## src/rtl/seq_ctrl.sv

```systemverilog
// Multi-cycle instruction sequencer for the lab CPU: fetch, decode, execute, memory wait.
// Optional memory-wait timeout enabled by defining SEQ_CTRL_TIMEOUT_EN.
//
//   state  | meaning
//   IDLE   | waiting for start after reset
//   FETCH  | read instruction at PC, load IR on mem_ready
//   DECODE | PC+1, opcode now valid
//   EXEC   | ALU/jump controls, or branch to MEM/HALT
//   MEM    | LOAD/STORE data access at IR[7:0]
//   HALT   | stopped by HALT, illegal opcode or timeout; start resumes
module seq_ctrl #(
    parameter int OP_W    = 4,
    parameter int TMO_CYC = 16
) (
    input  logic            clk,
    input  logic            rst,
    input  logic            start,
    input  logic [OP_W-1:0] opcode,
    input  logic            zero,
    input  logic            mem_ready,
    output logic            pc_en,
    output logic [1:0]      pc_ctrl,
    output logic            ir_load,
    output logic            mem_rd,
    output logic            mem_wr,
    output logic            addr_sel,
    output logic [1:0]      alu_op,
    output logic            acc_load,
    output logic            busy,
    output logic            halted,
    output logic            illegal,
    output logic            tmo_err
);

    localparam logic [2:0] S_IDLE   = 3'd0;
    localparam logic [2:0] S_FETCH  = 3'd1;
    localparam logic [2:0] S_DECODE = 3'd2;
    localparam logic [2:0] S_EXEC   = 3'd3;
    localparam logic [2:0] S_MEM    = 3'd4;
    localparam logic [2:0] S_HALT   = 3'd5;

    localparam logic [OP_W-1:0] OP_NOP   = OP_W'(0);
    localparam logic [OP_W-1:0] OP_LOAD  = OP_W'(1);
    localparam logic [OP_W-1:0] OP_STORE = OP_W'(2);
    localparam logic [OP_W-1:0] OP_ADD   = OP_W'(3);
    localparam logic [OP_W-1:0] OP_SUB   = OP_W'(4);
    localparam logic [OP_W-1:0] OP_JMP   = OP_W'(5);
    localparam logic [OP_W-1:0] OP_JZ    = OP_W'(6);
    localparam logic [OP_W-1:0] OP_HALT  = OP_W'(15);

    logic [2:0] state;
    logic [2:0] state_nxt;
    logic       illegal_set;
    logic       flags_clr;
    logic       tmo_hit;

    always_ff @(posedge clk or posedge rst) begin
        if (rst) begin
            state <= S_IDLE;
        end else begin
            state <= state_nxt;
        end
    end

    always_comb begin
        state_nxt   = state;
        illegal_set = 1'b0;
        case (state)
            S_IDLE: begin
                if (start) state_nxt = S_FETCH;
            end
            S_FETCH: begin
                if (mem_ready)    state_nxt = S_DECODE;
                else if (tmo_hit) state_nxt = S_HALT;
            end
            S_DECODE: begin
                state_nxt = S_EXEC;
            end
            S_EXEC: begin
                case (opcode)
                    OP_NOP, OP_ADD, OP_SUB, OP_JMP, OP_JZ: state_nxt = S_FETCH;
                    OP_LOAD, OP_STORE:                     state_nxt = S_MEM;
                    OP_HALT:                               state_nxt = S_HALT;
                    default: begin
                        state_nxt   = S_HALT;
                        illegal_set = 1'b1;
                    end
                endcase
            end
            S_MEM: begin
                if (mem_ready)    state_nxt = S_FETCH;
                else if (tmo_hit) state_nxt = S_HALT;
            end
            S_HALT: begin
                if (start) state_nxt = S_FETCH;
            end
            default: begin
                state_nxt = S_IDLE;
            end
        endcase
    end

    // Moore controls; ir_load and the LOAD accumulator write are qualified by the handshake.
    always_comb begin
        pc_en    = 1'b0;
        pc_ctrl  = 2'b00;
        ir_load  = 1'b0;
        mem_rd   = 1'b0;
        mem_wr   = 1'b0;
        addr_sel = 1'b0;
        alu_op   = 2'b00;
        acc_load = 1'b0;
        case (state)
            S_FETCH: begin
                mem_rd  = 1'b1;
                ir_load = mem_ready;
            end
            S_DECODE: begin
                pc_en   = 1'b1;
                pc_ctrl = 2'b01;
            end
            S_EXEC: begin
                case (opcode)
                    OP_ADD: begin
                        alu_op   = 2'b01;
                        acc_load = 1'b1;
                    end
                    OP_SUB: begin
                        alu_op   = 2'b10;
                        acc_load = 1'b1;
                    end
                    OP_JMP: begin
                        pc_en   = 1'b1;
                        pc_ctrl = 2'b10;
                    end
                    OP_JZ: begin
                        pc_en   = zero;
                        pc_ctrl = zero ? 2'b10 : 2'b00;
                    end
                    default: begin
                        pc_en = 1'b0;
                    end
                endcase
            end
            S_MEM: begin
                addr_sel = 1'b1;
                if (opcode == OP_LOAD) begin
                    mem_rd   = 1'b1;
                    acc_load = mem_ready;
                end else if (opcode == OP_STORE) begin
                    mem_wr = 1'b1;
                end
            end
            default: begin
                pc_en = 1'b0;
            end
        endcase
    end

    assign busy      = (state != S_IDLE) && (state != S_HALT);
    assign halted    = (state == S_HALT);
    assign flags_clr = start && ((state == S_IDLE) || (state == S_HALT));

    always_ff @(posedge clk or posedge rst) begin
        if (rst) begin
            illegal <= 1'b0;
        end else if (flags_clr) begin
            illegal <= 1'b0;
        end else if (illegal_set) begin
            illegal <= 1'b1;
        end
    end

`ifdef SEQ_CTRL_TIMEOUT_EN
    logic [7:0] tmo_cnt;
    logic       waiting;

    assign waiting = ((state == S_FETCH) || (state == S_MEM)) && !mem_ready;
    assign tmo_hit = waiting && (tmo_cnt == 8'(TMO_CYC - 1));

    // Restart the count on every state change so FETCH and MEM get independent budgets.
    always_ff @(posedge clk or posedge rst) begin
        if (rst) begin
            tmo_cnt <= 8'd0;
        end else if (state_nxt != state) begin
            tmo_cnt <= 8'd0;
        end else if (waiting) begin
            tmo_cnt <= tmo_cnt + 8'd1;
        end else begin
            tmo_cnt <= 8'd0;
        end
    end

    always_ff @(posedge clk or posedge rst) begin
        if (rst) begin
            tmo_err <= 1'b0;
        end else if (flags_clr) begin
            tmo_err <= 1'b0;
        end else if (tmo_hit) begin
            tmo_err <= 1'b1;
        end
    end
`else
    assign tmo_hit = 1'b0;
    assign tmo_err = 1'b0;
`endif

endmodule

```

## config.mk

```make
export PLATFORM = sky130hd
export DESIGN_NAME = seq_ctrl
export DESIGN_NICKNAME = d
export VERILOG_FILES = /design/src/rtl/seq_ctrl.sv
export SDC_FILE = /design/constraint.sdc
export NUM_CORES = 1
export LEC_CHECK = 0
export ABC_AREA = 1
export ABC_CLOCK_PERIOD_IN_PS = 1400
export CAP_MARGIN = 10
export CORE_MARGIN = 1.5
export CORE_UTILIZATION = 34
export DETAILED_ROUTE_END_ITERATION = 6
export PLACE_DENSITY = 0.7
export SLEW_MARGIN = 20
export SYNTH_ARGS = -nofsm -noshare
export SYNTH_HDL_FRONTEND = slang
export SYNTH_SLANG_ARGS = --single-unit
```

## constraint.sdc

```tcl
create_clock -name clk -period 1.4 [get_ports clk]
set_input_delay 0.42 -clock clk [delete_from_list [all_inputs] [get_ports clk]]
set_output_delay 0.42 -clock clk [all_outputs]
set_load 0.005 [all_outputs]
```

* After elaboration in Yosys (flattened, before gate mapping)
Index checks and enable logic that the tools add are counted.
** Storage, ports and cells
- Logic and storage cells :: 57
- Input port bits :: 9
- Register bits :: 4
** Cells by class
- Equal/unequal tests :: 16
- Muxes and demuxes :: 26
- Reductions and logical operators :: 13
** Operators by type and width (count)
- 3-bit one-hot mux with 5 select lines :: 1
- 4-bit by 3-bit == test with 1-bit output (second input constant) :: 3
- 1-bit two-way mux :: 12
- 2-bit one-hot mux with 2 select lines :: 3
- 3-bit two-way mux :: 3
- 4-bit by 2-bit == test with 1-bit output (second input constant) :: 2
- 1-bit one-hot mux with 2 select lines :: 4
- 8-bit OR reduction :: 1
- 3-bit by 2-bit == test with 1-bit output (second input constant) :: 2
- 3-bit == test (second input constant) :: 2
- 3-bit one-hot mux with 2 select lines :: 1
- 2-bit OR reduction :: 3
- 5-bit OR reduction :: 1
- 4-bit by 1-bit == test with 1-bit output (second input constant) :: 1
- 4-bit == test (second input constant) :: 1
- 4-bit zero test :: 1
- 2-bit two-way mux :: 2
- 2-bit != test (second input constant) :: 2
- 3-bit by 1-bit == test with 1-bit output (second input constant) :: 1
- 3-bit zero test :: 1
- 3-bit != test (second input constant) :: 1
- 3-bit AND reduction :: 1
- 3-bit nonzero test :: 1
- 1-bit logical AND :: 2
- 3 further kinds :: 3

* Longest topological paths before layout
Gate-level depths: netlist of run 1.
- Depth after elaboration :: 6
- Gate-level depth with buffers :: 7

* Worst setup path after synthesis of run 1
OpenSTA, ideal clock, no wires.
- Path type :: reg-to-output
- Start :: register state[2]
- End :: output port acc_load
- Path buffers :: 0
- Stages on the path, launching flop included :: 8
- Slack :: 0.008 ns
- Arrival time :: 0.972 ns
- Cell sequence :: dfrtp_1 inv_2 nand2_2 nor2_4 nand2_4 nor2_4 nor2_2 o21ai_2
** On the way
- Cells in the longest elaborated chain, start to end :: 2
** RTL lines
- start: declaration :: line 51 : logic [2:0] state;
- start signal: assignment :: line 61 : state <= state_nxt;
- 3-bit == test / 3-bit by 2-bit == test with 1-bit output (equally long branches) :: line 113 : case (state)
- 1-bit one-hot mux with 2 select lines (*) :: line 113
- end: declaration :: line 28 : output logic acc_load,
Every way passes the cells marked *; elsewhere a longest branch is shown, timed or not.

* Final worst setup path of run 1
Ends and elaborated chain as after synthesis.

==> results of run 1 <==
## cell usage in the layout, fill, tap and decap left out
master and count:
clkbuf_4 3, conb_1 1, nor2_4 6, o21ai_2 4, nand2_1 8, dfrtp_2 1, clkdlybuf4s15_2 2, nor2_1 5
buf_4 27, buf_2 11, a21oi_2 1, o21ai_0 1, nand3_1 6, nand2_2 6, inv_4 2, nand2_4 8
a21oi_1 1, clkdlybuf4s15_1 1, o21ai_1 2, dfrtp_1 3, inv_1 9, dlygate4sd2_1 3, nor2_2 5, clkdlybuf4s50_1 2
clkbuf_2 2, inv_2 4, buf_6 16, nand3_4 3
## sequential cells by signal, summed over array words and instances (netlist names)
name / cells
illegal: 1
state: 3
## worst max-delay path, delay by kind of cell (launching register included)
kind | cells | cell delay, ns
flops | 1 | 0.39
simple gates | 5 | 0.39
buf+inv | 3 | 0.34
compound gates | 1 | 0.06
## area by class of cell
| type | count | area [um^2] | share of cell area, % |
|---|---|---|---|
| inverter | 15 | 61.31 | 5.303 |
| sequential | 4 | 101.3 | 8.766 |
| multi-input combinational | 57 | 425.4 | 36.80 |
| timing repair buffer | 64 | 526.8 | 45.56 |
| tap | 15 | 18.77 | 1.623 |
| clock buffer | 3 | 22.52 | 1.948 |
## stage by stage
step                TNS (ns)  utilization (%)  total power [uW]
finish                -4.261            89.97              2392
floorplan                  0                -             667.5
global route          -4.480            89.97              2470
global placement      -8.720            65.92              1217
CTS                   -3.197            82.86              1928
detailed placement    -9.033            65.92              1240
## what timing repair did
| item | 4_1_cts | 5_1_grt |
|---|---|---|
| setup endpoints to repair | 15 | 15 |
| pin swaps | 18 | 15 |
| setup buffers | 24 | 8 |
| gates resized for setup | 88 | 32 |
## per-layer routing
metal	up-vias	GRT usage (%)	part of all wire (%)
li1	369	-	-
met2	71	55.65	53
met1	377	28.86	33
met3	24	11.11	7.5
met5	-	0	0
met4	0	31.90	6.3
## cell families after synthesis
| family | Yosys count | synth area share [%] |
|---|---|---|
| other | 1 | 0.8014 |
| AND/OR/NAND/NOR | 47 | 52.41 |
| AO/OA/AOI/OAI | 9 | 11.23 |
| buffers and inverters | 16 | 14.17 |
| flip-flops | 4 | 21.39 |
## power by group through the flow
stage          registers, uW  clock network [uW]  logic (uW)
2_1_floorplan            224                   0         443
3_3_place_gp             208                   0        1010
3_5_place_dp             215                   0        1030
4_1_cts                  222                 153        1550
5_1_grt                  236                 171        2060
6_report                 237                 170        1980
## worst min-delay path by stage
stage	from	to	slack, ns	depth (start not counted)
after floorplan	rst	illegal	0.19	1
after global placement	illegal	illegal	0.48	2
after detailed placement	illegal	illegal	0.57	2
after CTS	rst	state[0]	0.37	2
after global routing	rst	state[2]	0.41	2
final	rst	state[0]	0.36	2
==> impl_metrics.py, run 1 <==
metrics = {
    "sta": {
        "drv_slew": 0,
        "setup_slack_ns": -0.4647,
        "finClkSkew_ns": 0.003915,
        "finalCriticalPeriod_ns": 1.865,
        "max_freq_mhz": 536.3,
        "fin_crit_sh_pct": 133.2,
        "hold-worst-slack_ns": 0.3584,
        "setup_violations": 12,
        "rsz0062_at_grt": "true",
        "hold_viol": 0,
    },
    "synth": {
        "synth_cell_types": 18,
        "syn_inst": 77,
        "yosysSeqAreaShare_pct": 21.39,
        "synth_flop_cell": "dfrtp_1",
        "synthTopCellsByCount": "17 x nand2_1, 12 x inv_1, 12 x nor2_1",
        "async_flop_share_pct": 100.0,
        "avgSynthCellArea_um2": 6.077,
        "yosysTopAreaCell": "dfrtp_1",
        "synth_nets": 86,
        "synth.ff_latch_count": 4,
        "synth_most_common_cell": "nand2_1",
        "yosysWarnings": 0,
        "synth_top_area_share_pct": 21.39,
        "synth_area_um2": 467.9,
        "synth_area_leaders": "dfrtp_1 21%, nand2_1 14%, inv_1 9.6%",
        "synth_edf_count": 0,
    },
    "final_layout": {
        "nFillCells": 57,
        "drive_above_1_share_pct": 70.63,
        "nets": 154,
        "diodes": 0,
        "syn_to_final_growth_pct": 147.1,
        "final_area_um2": 1156,
        "final_cells": 158,
    },
    "hold_path": {
        "min_path_type": "in2async",
    },
    "critical_path": {
        "rrSetupSlack_ns": 0.02,
        "slowest_stage": "dfrtp_1",
        "worst_r2r_endpoint": "state[2]",
        "reg2reg_from": "state[1]",
        "worstSetupStartpointType": "flip-flop",
        "cp.required_ns": 0.98,
        "startpoint": "state[2]",
        "path_cells": "inv_2 > nand2_4 > nor2_4 > buf_6 > nand2_4 > nor2_4 > nor2_2 > o21ai_2 > buf_2",
        "crit_path_end": "acc_load",
        "crit_type": "reg2out",
        "end_kind": "output port",
        "r2r_cells": 10,
        "slowest_delay_ns": 0.39,
        "crit_arrival_ns": 1.44,
        "critPathMaxFanout": 3,
    },
    "die": {
        "die_area_um2": 1608,
        "die_height_um": 40.10,
        "fp.dieW_um": 40.10,
        "core_um2": 1285,
        "initial_utilization_pct": 36.42,
        "num_rows": 13,
        "top_level_ports": 23,
    },
    "run_status": {
        "violations": "setup timing",
        "status": "finished with violations",
    },
    "detailed_routing": {
        "wl_um": 2819,
        "route.vias.total": 841,
        "drcViolationCount": 0,
        "dr.pass1.iters": 4,
        "final_antenna_net_count": 0,
        "avgViaCountPerCell": 5.323,
        "drt_iter0_drc": 29,
        "wl_per_cell_um": 17.84,
    },
    "place": {
        "post-place-ws_ns": -0.9831,
        "dpl-instance-area_um2": 847.1,
        "dp_hpwl_um": 1102,
        "io_buffers": 21,
        "place.gp.congestion": 0.7610,
        "numPlacedInstances": 133,
    },
    "power": {
        "p_clk_share_pct": 7.1,
        "swShare_pct": 45.67,
        "p_sw_uw": 1092,
        "peakVddDrop_v": 0.001382,
        "seq_power_share_pct": 9.9,
        "p_leak_uw": 0.0006234,
        "p_per_area_nw_per_um2": 2069,
        "comb_power_share_pct": 83.0,
        "p_int_uw": 1300,
    },
    "grt": {
        "grt_max_degree": 6,
        "grt_pass1_wl_um": 3318,
        "globalRouteTotalUtil_pct": 32.45,
        "grt_pass1_vias": 777,
        "antenna_found_initial": 0,
        "grt_overflow_total": 0,
    },
    "job": {
        "cap_violations": 0,
    },
    "clock_tree": {
        "holdBufCountCts": 0,
        "cts_buffer_depth": 2,
        "cts_root_buf": "clkbuf_4",
        "numCtsBuffers": 3,
        "htreeDepth": 1,
        "clk_latency_ns": 0.26,
        "cts.sinks": 4,
        "clkTransAtPathRegs_ns": 0.05,
        "cts_tree": "built",
    },
}
Power figures use the tool's default switching activity.
==> run 2, diff against run 1 <==
--- a/config.mk
+++ b/config.mk
@@ -6,12 +6,13 @@
 export NUM_CORES = 1
 export LEC_CHECK = 0
 export ABC_AREA = 1
-export ABC_CLOCK_PERIOD_IN_PS = 1400
+export ABC_CLOCK_PERIOD_IN_PS = 1700
 export CAP_MARGIN = 10
 export CORE_MARGIN = 1.5
 export CORE_UTILIZATION = 34
 export DETAILED_ROUTE_END_ITERATION = 6
 export PLACE_DENSITY = 0.7
+export REMOVE_ABC_BUFFERS = 1
 export SLEW_MARGIN = 20
 export SYNTH_ARGS = -nofsm -noshare
 export SYNTH_HDL_FRONTEND = slang
==> constraint.sdc (replaced) <==
create_clock -name clk -period 1.7 [get_ports clk]
set_input_delay 0.51 -clock clk [delete_from_list [all_inputs] [get_ports clk]]
set_output_delay 0.51 -clock clk [all_outputs]
set_load 0.005 [all_outputs]
==> run 2 against run 1 <==
Effect of this change: wire length decreased by 37%; sequential power decreased by 25%; clock skew increased by 0.0021 ns; sequential share of layout area increased by 1.1 points; non-clock buffer count decreased by 8; flip-flop and latch count unchanged; largest cell class unchanged; via count decreased by 18%; combinational power decreased by 36%; count of clock-buffer cells in the layout unchanged; clock power decreased by 32%; critical endpoint unchanged; highest routed layer unchanged; worst hold slack improved by 0.11 ns; the flow still finishes with violations (setup timing).
==> impl_metrics.py, run 2 (synthesis gave the netlist of run 1 again) <==
metrics = {
    "final_layout": {
        "layout_common_cells": "27 x buf_4, 14 x buf_2, 10 x nand2_2, 9 x nand2_1, 9 x buf_6",
        "drive_above_1_share_pct": 65.19,
        "reg_top3": "state (3), illegal (1)",
        "final_area_um2": 1013,
        "diodes": 0,
        "regArea_um2": 100.1,
        "largest_reg_flops": 3,
        "syn_to_final_growth_pct": 116.6,
        "nets": 146,
        "layout_commonest_cell": "buf_4",
        "regMostFlops": "state",
        "multiInputGateArea_um2": 379.1,
        "nFillCells": 95,
    },
    "grt": {
        "grt_max_degree": 6,
        "grt_overflow_total": 0,
        "grt-busiest-layer": "met2",
        "globalRouteTotalUtil_pct": 24.57,
        "grt_util_met3_pct": 3.889,
        "grtUsageMet1_pct": 22.07,
        "antenna_found_initial": 0,
        "grt_pass1_wl_um": 2525,
        "met2_usage_pct": 50.00,
        "grt_pass1_vias": 632,
    },
    "critical_path": {
        "crit_arrival_ns": 1.36,
        "end_kind": "output port",
        "path_cells": "inv_2 > nand2_4 > nor2_4 > nand2_4 > nor2_4 > nor2_2 > o21ai_2 > buf_2",
        "slowest_delay_ns": 0.39,
        "critPathMaxFanout": 3,
        "worstSetupStartpointType": "flip-flop",
        "slowest_stage": "dfrtp_1",
        "cp.required_ns": 1.19,
        "crit_type": "reg2out",
        "timing.critical_path.buf_inv": 2,
        "cp_top_family": "simple AND/OR/NAND/NOR gates",
    },
    "detailed_routing": {
        "route.vias.total": 691,
        "drt_iter0_drc": 8,
        "final_antenna_net_count": 0,
        "wl_per_cell_um": 11.83,
        "avgViaCountPerCell": 4.607,
        "wl_um": 1774,
        "drcViolationCount": 0,
        "dr.pass1.iters": 4,
    },
    "clock_tree": {
        "numCtsBuffers": 3,
        "clkTransAtPathRegs_ns": 0.04,
        "clk_latency_ns": 0.23,
        "holdBufCountCts": 0,
        "cts_tree": "built",
        "cts_root_buf": "clkbuf_4",
        "cts.sinks": 4,
        "cts_buffer_depth": 2,
        "htreeDepth": 1,
    },
    "sta": {
        "rsz0062_at_grt": "true",
        "fin_crit_sh_pct": 109.9,
        "hold-worst-slack_ns": 0.4719,
        "finClkSkew_ns": 0.005984,
        "finalCriticalPeriod_ns": 1.868,
        "max_freq_mhz": 535.4,
        "setup_slack_ns": -0.1676,
        "setup_violations": 11,
        "drv_slew": 0,
        "hold_viol": 0,
        "fin_tns_setup_ns": -0.9090,
    },
    "hold_path": {
        "min_path_type": "in2async",
    },
    "job": {
        "cap_violations": 0,
    },
    "die": {
        "fp.dieW_um": 40.10,
        "core_um2": 1285,
        "die_height_um": 40.10,
        "num_rows": 13,
        "top_level_ports": 23,
        "initial_utilization_pct": 36.42,
        "die_area_um2": 1608,
    },
    "place": {
        "io_buffers": 21,
        "post-place-ws_ns": -0.8662,
        "place.gp.congestion": 0.7643,
        "dpl-instance-area_um2": 847.1,
        "dp_hpwl_um": 1076,
    },
    "power": {
        "p_per_area_nw_per_um2": 1531,
        "peakVddDrop_v": 0.0009085,
        "p_leak_uw": 0.0005599,
    },
    "run_status": {
        "status": "finished with violations",
        "violations": "setup timing",
    },
}
==> run 2: cell type report <==
| class | count | area share, % |
|---|---|---|
| Tap cell | 15 | 1.852 |
| Multi-Input combinational cell | 57 | 37.41 |
| Sequential cell | 4 | 9.877 |
| Timing Repair Buffer | 56 | 42.59 |
| Inverter | 15 | 6.049 |
| Clock buffer | 3 | 2.222 |
==> run 2: power by group <==
part | internal (uW) | total [uW] | switching [uW]
sequential | 143 | 178 | 35.4
combinational | 684 | 1260 | 574
clock | 78.8 | 116 | 36.8
total | 906 | 1550 | 646
==> run 2: what timing repair did <==
action                                  4_1_cts  5_1_grt
buffers inserted                             11        4
pin swaps                                    14        6
endpoints found under the setup margin       12       12
resized for setup                            94        6
==> run 2: routing by layer <==
layer / vias to the layer above / part of all wire, %
met5: - / 0
li1: 349 / -
met4: 0 / 2.2
met3: 4 / 3.9
met1: 315 / 36
met2: 23 / 57
==> run 2: worst paths after layout <==
| path | startpoint | endpoint | slack [ns] | cells after the start |
|---|---|---|---|---|
| min in group clk | illegal | illegal | 0.50 | 2 |
| worst min-delay path | rst | state[2] | 0.47 | 2 |
| worst max-delay path | state[2] | acc_load | -0.17 | 8 |
| worst max register to register | state[1] | illegal | 0.25 | 10 |
| max in group asynchronous | rst | state[1] | 1.06 | 2 |
| worst min register to register | illegal | illegal | 0.50 | 2 |
==> run 2: through the flow <==
step | cells | util, % | power [uW]
final | 150 | 78.87 | 1552
after global routing | 150 | 78.87 | 1670
after CTS | 146 | 74.49 | 1393
after detailed placement | 133 | 65.92 | 1015
after global placement | 133 | 65.92 | 1000
after floorplan | 76 | - | 548.0
